===== src/rtl/genpad_pkg.sv =====
// Shared constants for the Genesis pad emulator and the genesis_gamepad decoder.
package genpad_pkg;

  localparam logic [1:0] PAD_SMS = 2'b00;
  localparam logic [1:0] PAD_3B  = 2'b01;
  localparam logic [1:0] PAD_6B  = 2'b10;

  localparam int BTN_R = 0;
  localparam int BTN_L = 1;
  localparam int BTN_D = 2;
  localparam int BTN_U = 3;
  localparam int BTN_A = 4;
  localparam int BTN_B = 5;
  localparam int BTN_C = 6;
  localparam int BTN_S = 7;
  localparam int BTN_M = 8;
  localparam int BTN_X = 9;
  localparam int BTN_Y = 10;
  localparam int BTN_Z = 11;

  localparam int DEFAULT_TIMEOUT = 75000;

endpackage


===== src/rtl/genpad_sel_sync.sv =====
// Two-flop synchronizer for the console select line plus a level-change detector.
module genpad_sel_sync (
  input  logic i_clk,
  input  logic i_rst,
  input  logic i_async,
  output logic o_sel,
  output logic o_edge
);

  logic r_meta;
  logic r_sync;
  logic r_prev;

  // Select is pulled up when idle, so every flop resets high.
  always_ff @(posedge i_clk) begin
    if (i_rst) begin
      r_meta <= 1'b1;
      r_sync <= 1'b1;
      r_prev <= 1'b1;
    end else begin
      r_meta <= i_async;
      r_sync <= r_meta;
      r_prev <= r_sync;
    end
  end

  assign o_sel  = r_sync;
  assign o_edge = r_sync ^ r_prev;

endmodule


===== src/rtl/genesis_pad_emulator.sv =====
// Emulates SMS / 3-button / 6-button Genesis pad output lines driven by the
// console select line, including the 6-button phase counter and its idle timeout.
module genesis_pad_emulator
  import genpad_pkg::*;
#(
  parameter int TIMEOUT_CYCLES = DEFAULT_TIMEOUT
) (
  input  logic        iCLK,
  input  logic        iRST,
  input  logic [1:0]  iPADTYPE,
  input  logic [11:0] iBUTTONS,
  input  logic        iSELECT,
  output logic [5:0]  oGENPAD
);

  localparam int                IDLE_W   = $clog2(TIMEOUT_CYCLES + 1);
  localparam logic [IDLE_W-1:0] IDLE_MAX = IDLE_W'(TIMEOUT_CYCLES);

  function automatic logic [5:0] pad_map(input logic [1:0]  pad,
                                         input logic        sel,
                                         input logic [2:0]  ph,
                                         input logic [11:0] b);
    logic [5:0] m_sms;
    logic [5:0] m_3b;
    logic [5:0] res;
    m_sms = ~{b[BTN_C], b[BTN_B], b[BTN_U], b[BTN_D], b[BTN_L], b[BTN_R]};
    m_3b  = sel ? m_sms : {~b[BTN_S], ~b[BTN_A], ~b[BTN_U], ~b[BTN_D], 2'b00};
    res   = m_sms;
    case (pad)
      PAD_3B: res = m_3b;
      PAD_6B: begin
        if (sel && ph == 3'd6)
          res = ~{b[BTN_C], b[BTN_B], b[BTN_Z], b[BTN_Y], b[BTN_X], b[BTN_M]};
        else if (!sel && ph == 3'd5)
          res = {~b[BTN_S], ~b[BTN_A], 4'b0000};
        else if (!sel && ph == 3'd7)
          res = {~b[BTN_S], ~b[BTN_A], 4'b1111};
        else
          res = m_3b;
      end
      default: res = m_sms;
    endcase
    return res;
  endfunction

  logic              w_sel;
  logic              w_edge;
  logic              w_pad_chg;
  logic [2:0]        w_phase_nxt;
  logic [IDLE_W-1:0] w_idle_nxt;

  logic [2:0]        r_phase;
  logic [IDLE_W-1:0] r_idle;
  logic [1:0]        r_pad_prev;
  logic [5:0]        r_genpad;

  genpad_sel_sync u_sel_sync (
    .i_clk   (iCLK),
    .i_rst   (iRST),
    .i_async (iSELECT),
    .o_sel   (w_sel),
    .o_edge  (w_edge)
  );

  assign w_pad_chg = (iPADTYPE != r_pad_prev);

  // Pad-type change beats select edge, which beats the idle timeout.
  always_comb begin
    w_phase_nxt = r_phase;
    w_idle_nxt  = r_idle;
    if (w_pad_chg) begin
      w_phase_nxt = 3'd0;
      w_idle_nxt  = '0;
    end else if (w_edge) begin
      w_phase_nxt = r_phase + 3'd1;
      w_idle_nxt  = '0;
    end else begin
      if (r_idle != IDLE_MAX)
        w_idle_nxt = r_idle + 1'b1;
      if (w_idle_nxt == IDLE_MAX)
        w_phase_nxt = 3'd0;
    end
  end

  // Output uses the post-update phase so a select edge reaches the pins in 3 cycles.
  always_ff @(posedge iCLK) begin
    if (iRST) begin
      r_phase    <= 3'd0;
      r_idle     <= '0;
      r_pad_prev <= iPADTYPE;
      r_genpad   <= 6'b111111;
    end else begin
      r_phase    <= w_phase_nxt;
      r_idle     <= w_idle_nxt;
      r_pad_prev <= iPADTYPE;
      r_genpad   <= pad_map(iPADTYPE, w_sel, w_phase_nxt, iBUTTONS);
    end
  end

  assign oGENPAD = r_genpad;

endmodule


===== config.mk =====
export PLATFORM = sky130hd
export DESIGN_NAME = genesis_pad_emulator
export DESIGN_NICKNAME = d
export VERILOG_FILES = /design/src/rtl/genpad_pkg.sv /design/src/rtl/genpad_sel_sync.sv /design/src/rtl/genesis_pad_emulator.sv
export SDC_FILE = /design/constraint.sdc
export NUM_CORES = 1
export LEC_CHECK = 0
export CORE_UTILIZATION = 55
export DETAILED_ROUTE_END_ITERATION = 16
export MAX_ROUTING_LAYER = met4
export PLACE_DENSITY = 0.86
export SYNTH_ARGS = -nofsm -noshare
export SYNTH_HDL_FRONTEND = slang
export SYNTH_SLANG_ARGS = --single-unit

===== constraint.sdc =====
create_clock -name iCLK -period 2.88 [get_ports iCLK]
set_input_delay 0.864 -clock iCLK [delete_from_list [all_inputs] [get_ports iCLK]]
set_output_delay 0.864 -clock iCLK [all_outputs]
set_load 0.02 [all_outputs]

==> qor.txt <==
row cnt - 20
library cells used by synthesis - 50
reg2reg end - oGENPAD[3]
min-delay src - u_sel_sync.r_meta
synth cell count leaders - nor2_1, dfxtp_1, nand2_1
Critical Path End - oGENPAD[3]
Final Slew Violations - 0
critical path startpoint - r_idle[12]
routed length per instance - 13.1 um
post-synth top area share - 33.6%
grt ovf - 0
Ports - 23
crit path kind - register to register
Initial Utilization - 59.1%
worst r2r src - r_idle[12]
worst slew pin tran - 0.407 ns
final number of hold-violating endpoints - 0
H-tree depth - 2
worst endpoint required time - 3.10 ns
gr usage total - 25.2%
Clock Pin Slew Worst Setup and Hold Paths - 0.09 ns
Area Growth Syn to Fin - 20.4%
initial antenna violation count - 0
Die ar. - 3600 um^2
setup_tns - 0 ns
filler cell count - 249
Worst Reg-to-Reg Cells - 8
startpoint types - register
outcome - finished, final reports clean
largest net degree at the start of global routing - 18
Routed Antenna Nets - 0
Clock Tree Buf Depth - 2
Hold Crit Class - register to register
1st-iter DRT viols - 116
unrepaired setup endpoints after global routing - false
dominant cell type by area after synthesis - dfxtp_1
Seq/Total Area, Yosys - 33.6%
core box area - 3130 um^2
LEAKAGE - 0.822 nW
Synth Net Count - 239
number of synthesized flops with an enable pin - 0
nature of the critical path endpoint - register
top-count cell post-synth - nor2_1
routed vias/inst - 5.61
largest cells by area after synthesis - dfxtp_1, nor2_1, xnor2_1
Final Skew - 0.00555 ns
Synth Flop Type - dfxtp_1
Avg Cell Area, Syn - 8.52 um^2
Yosys warning count - 0
register-to-register setup slack - 0.22 ns
Post-synth ARST share - 0%
Slew HR - 72.6%
TritonCTS clock tree - done
CTS Buf Count - 5
Pwr per Cell Area - 383 nW/um^2
hold buffer count at CTS - 0
vias post-DR - 1637
Die Wd - 60.0 um
min Tclk post-route - 2.66 ns
DRC Markers - 0
fin area - 2220 um^2
post-placement cell area - 2140 um^2
CTS Sinks - 31
nets - 269
Mapped Cells - 217
Max-cap violations - 0
latest clock arrival within the worst-skew pair - 0.33 ns
Reg area - 621 um^2
RD Place Congestion - 0.846
Multi-input gate area - 1150 um^2
maximum VDD drop - 0.294 mV
ant diodes - 0
#FFs+latches synth - 31
Post-Route WL - 3.83 mm
final setup fails - 0
Clock Root Buffer - clkbuf_4
Mapped Area - 1850 um^2
Tcrit/Tclk final - 92.5%
number of global-route vias before repair - 1532
I/O Buffers - 22
global-route wire length before repair - 6.56 mm
DP Wirelength - 2.80 mm
DIE HEIGHT - 60.0 um
drt pass-1 iters - 4
arrival time at the worst endpoint - 2.89 ns
fraction of layout cells with a size suffix above 1 - 16.5%
worst-path fanout max - 7
FMAX - 0.375 GHz
layout make-up:
class / instances / share of cell area, %
flip-flops and latches: 31 / 27.9
repair buffers: 33 / 13.6
well taps: 44 / 2.47
multi-input cells: 170 / 51.9
clock buffers: 8 / 3.09
inverters: 6 / 1.01
metal layers:
metal  routed length, um  global-route usage [%]  share of wire [%]
met3                 193                    7.14                5.0
met2                1890                    40.5                 49
met5                   0                       -                  0
met1                1670                    29.5                 44
met4                  72                    10.3                1.9
cells by family after synthesis:
group	Yosys count	share of synthesized area (%)
AND/OR/NAND/NOR	107	32.4
flip-flops	31	33.6
AO/OA/AOI/OAI	29	12.0
XOR/XNOR	25	11.8
buffers and inverters	16	4.60
adder cells (fa/ha/maj)	5	3.39
multiplexers	4	2.17
flip-flops by register name, indices dropped and copies added (netlist names):
| register | flops |
|---|---|
| u_sel_sync.o_sel | 1 |
| oGENPAD | 6 |
| r_phase | 3 |
| u_sel_sync.r_prev | 1 |
| u_sel_sync.r_meta | 1 |
| r_idle | 17 |
| r_pad_prev | 2 |
layout by cell type (no fill, tap or decap), types with 2 or more instances in the layout:
cell / synthesis / routed
or3_1: 2 / 2
nor4_1: 3 / 2
a21o_2: 2 / 2
ha_1: 5 / 5
nor4b_2: 1 / 2
and2_2: 2 / 2
a21oi_1: 5 / 5
or2_2: 4 / 4
o221ai_1: 3 / 3
clkbuf_4: 0 / 5
dfxtp_1: 31 / 31
nand3_1: 13 / 13
nand4_1: 3 / 3
or2b_1: 3 / 3
clkdlybuf4s50_1: 0 / 22
and3_1: 3 / 3
buf_4: 0 / 11
inv_1: 5 / 5
a41oi_1: 2 / 2
mux2i_1: 4 / 4
nand4b_1: 2 / 2
nand2_1: 19 / 19
xnor2_1: 13 / 13
o32a_2: 2 / 2
clkbuf_8: 0 / 2
nor2_1: 35 / 35
nor3_1: 3 / 3
o31ai_1: 3 / 3
o21ai_0: 6 / 6
xor2_1: 12 / 12
worst max-delay path: stages (launching register included):
cell,delay (ns)
dfxtp_1,0.37
or4b_4,0.54
nor4_4,0.34
a2bb2oi_1,0.19
nor4b_2,0.25
and4_4,0.33
o21ai_4,0.10
or2_1,0.25
o32a_2,0.18
what timing repair did:
action | CTS | global route
setup endpoints to repair | 0 | 2
buffers inserted | 0 | 0
hold endpoints to repair | 0 | 0
resized for setup | 0 | 2
stage by stage:
step	util, %	hold WS [ns]	cells	power (mW)	worst slack (ns)
after floorplan	-	0.389	217	0.511	0.244
after global placement	68.5	0.391	284	0.567	0.146
after detailed placement	68.5	0.411	284	0.569	0.0540
after CTS	70.7	0.434	292	0.862	0.134
after global routing	71.1	0.459	292	0.890	0.0613
final	71.1	0.431	292	0.852	0.215
report_power, final:
group / total [mW] / internal, mW / switching (mW)
Sequential: 0.448 / 0.441 / 0.00730
Clock: 0.292 / 0.144 / 0.149
Combinational: 0.112 / 0.0589 / 0.0528
Total: 0.852 / 0.643 / 0.209
how the worst min path moves through the flow:
stage	cells after the start	end	slack (ns)
2_1_floorplan	1	u_sel_sync.o_sel	0.39
3_3_place_gp	1	u_sel_sync.o_sel	0.39
3_5_place_dp	1	u_sel_sync.o_sel	0.41
4_1_cts	1	u_sel_sync.o_sel	0.43
5_1_grt	1	u_sel_sync.o_sel	0.46
6_report	1	u_sel_sync.o_sel	0.43
Power figures use the tool's default switching activity.
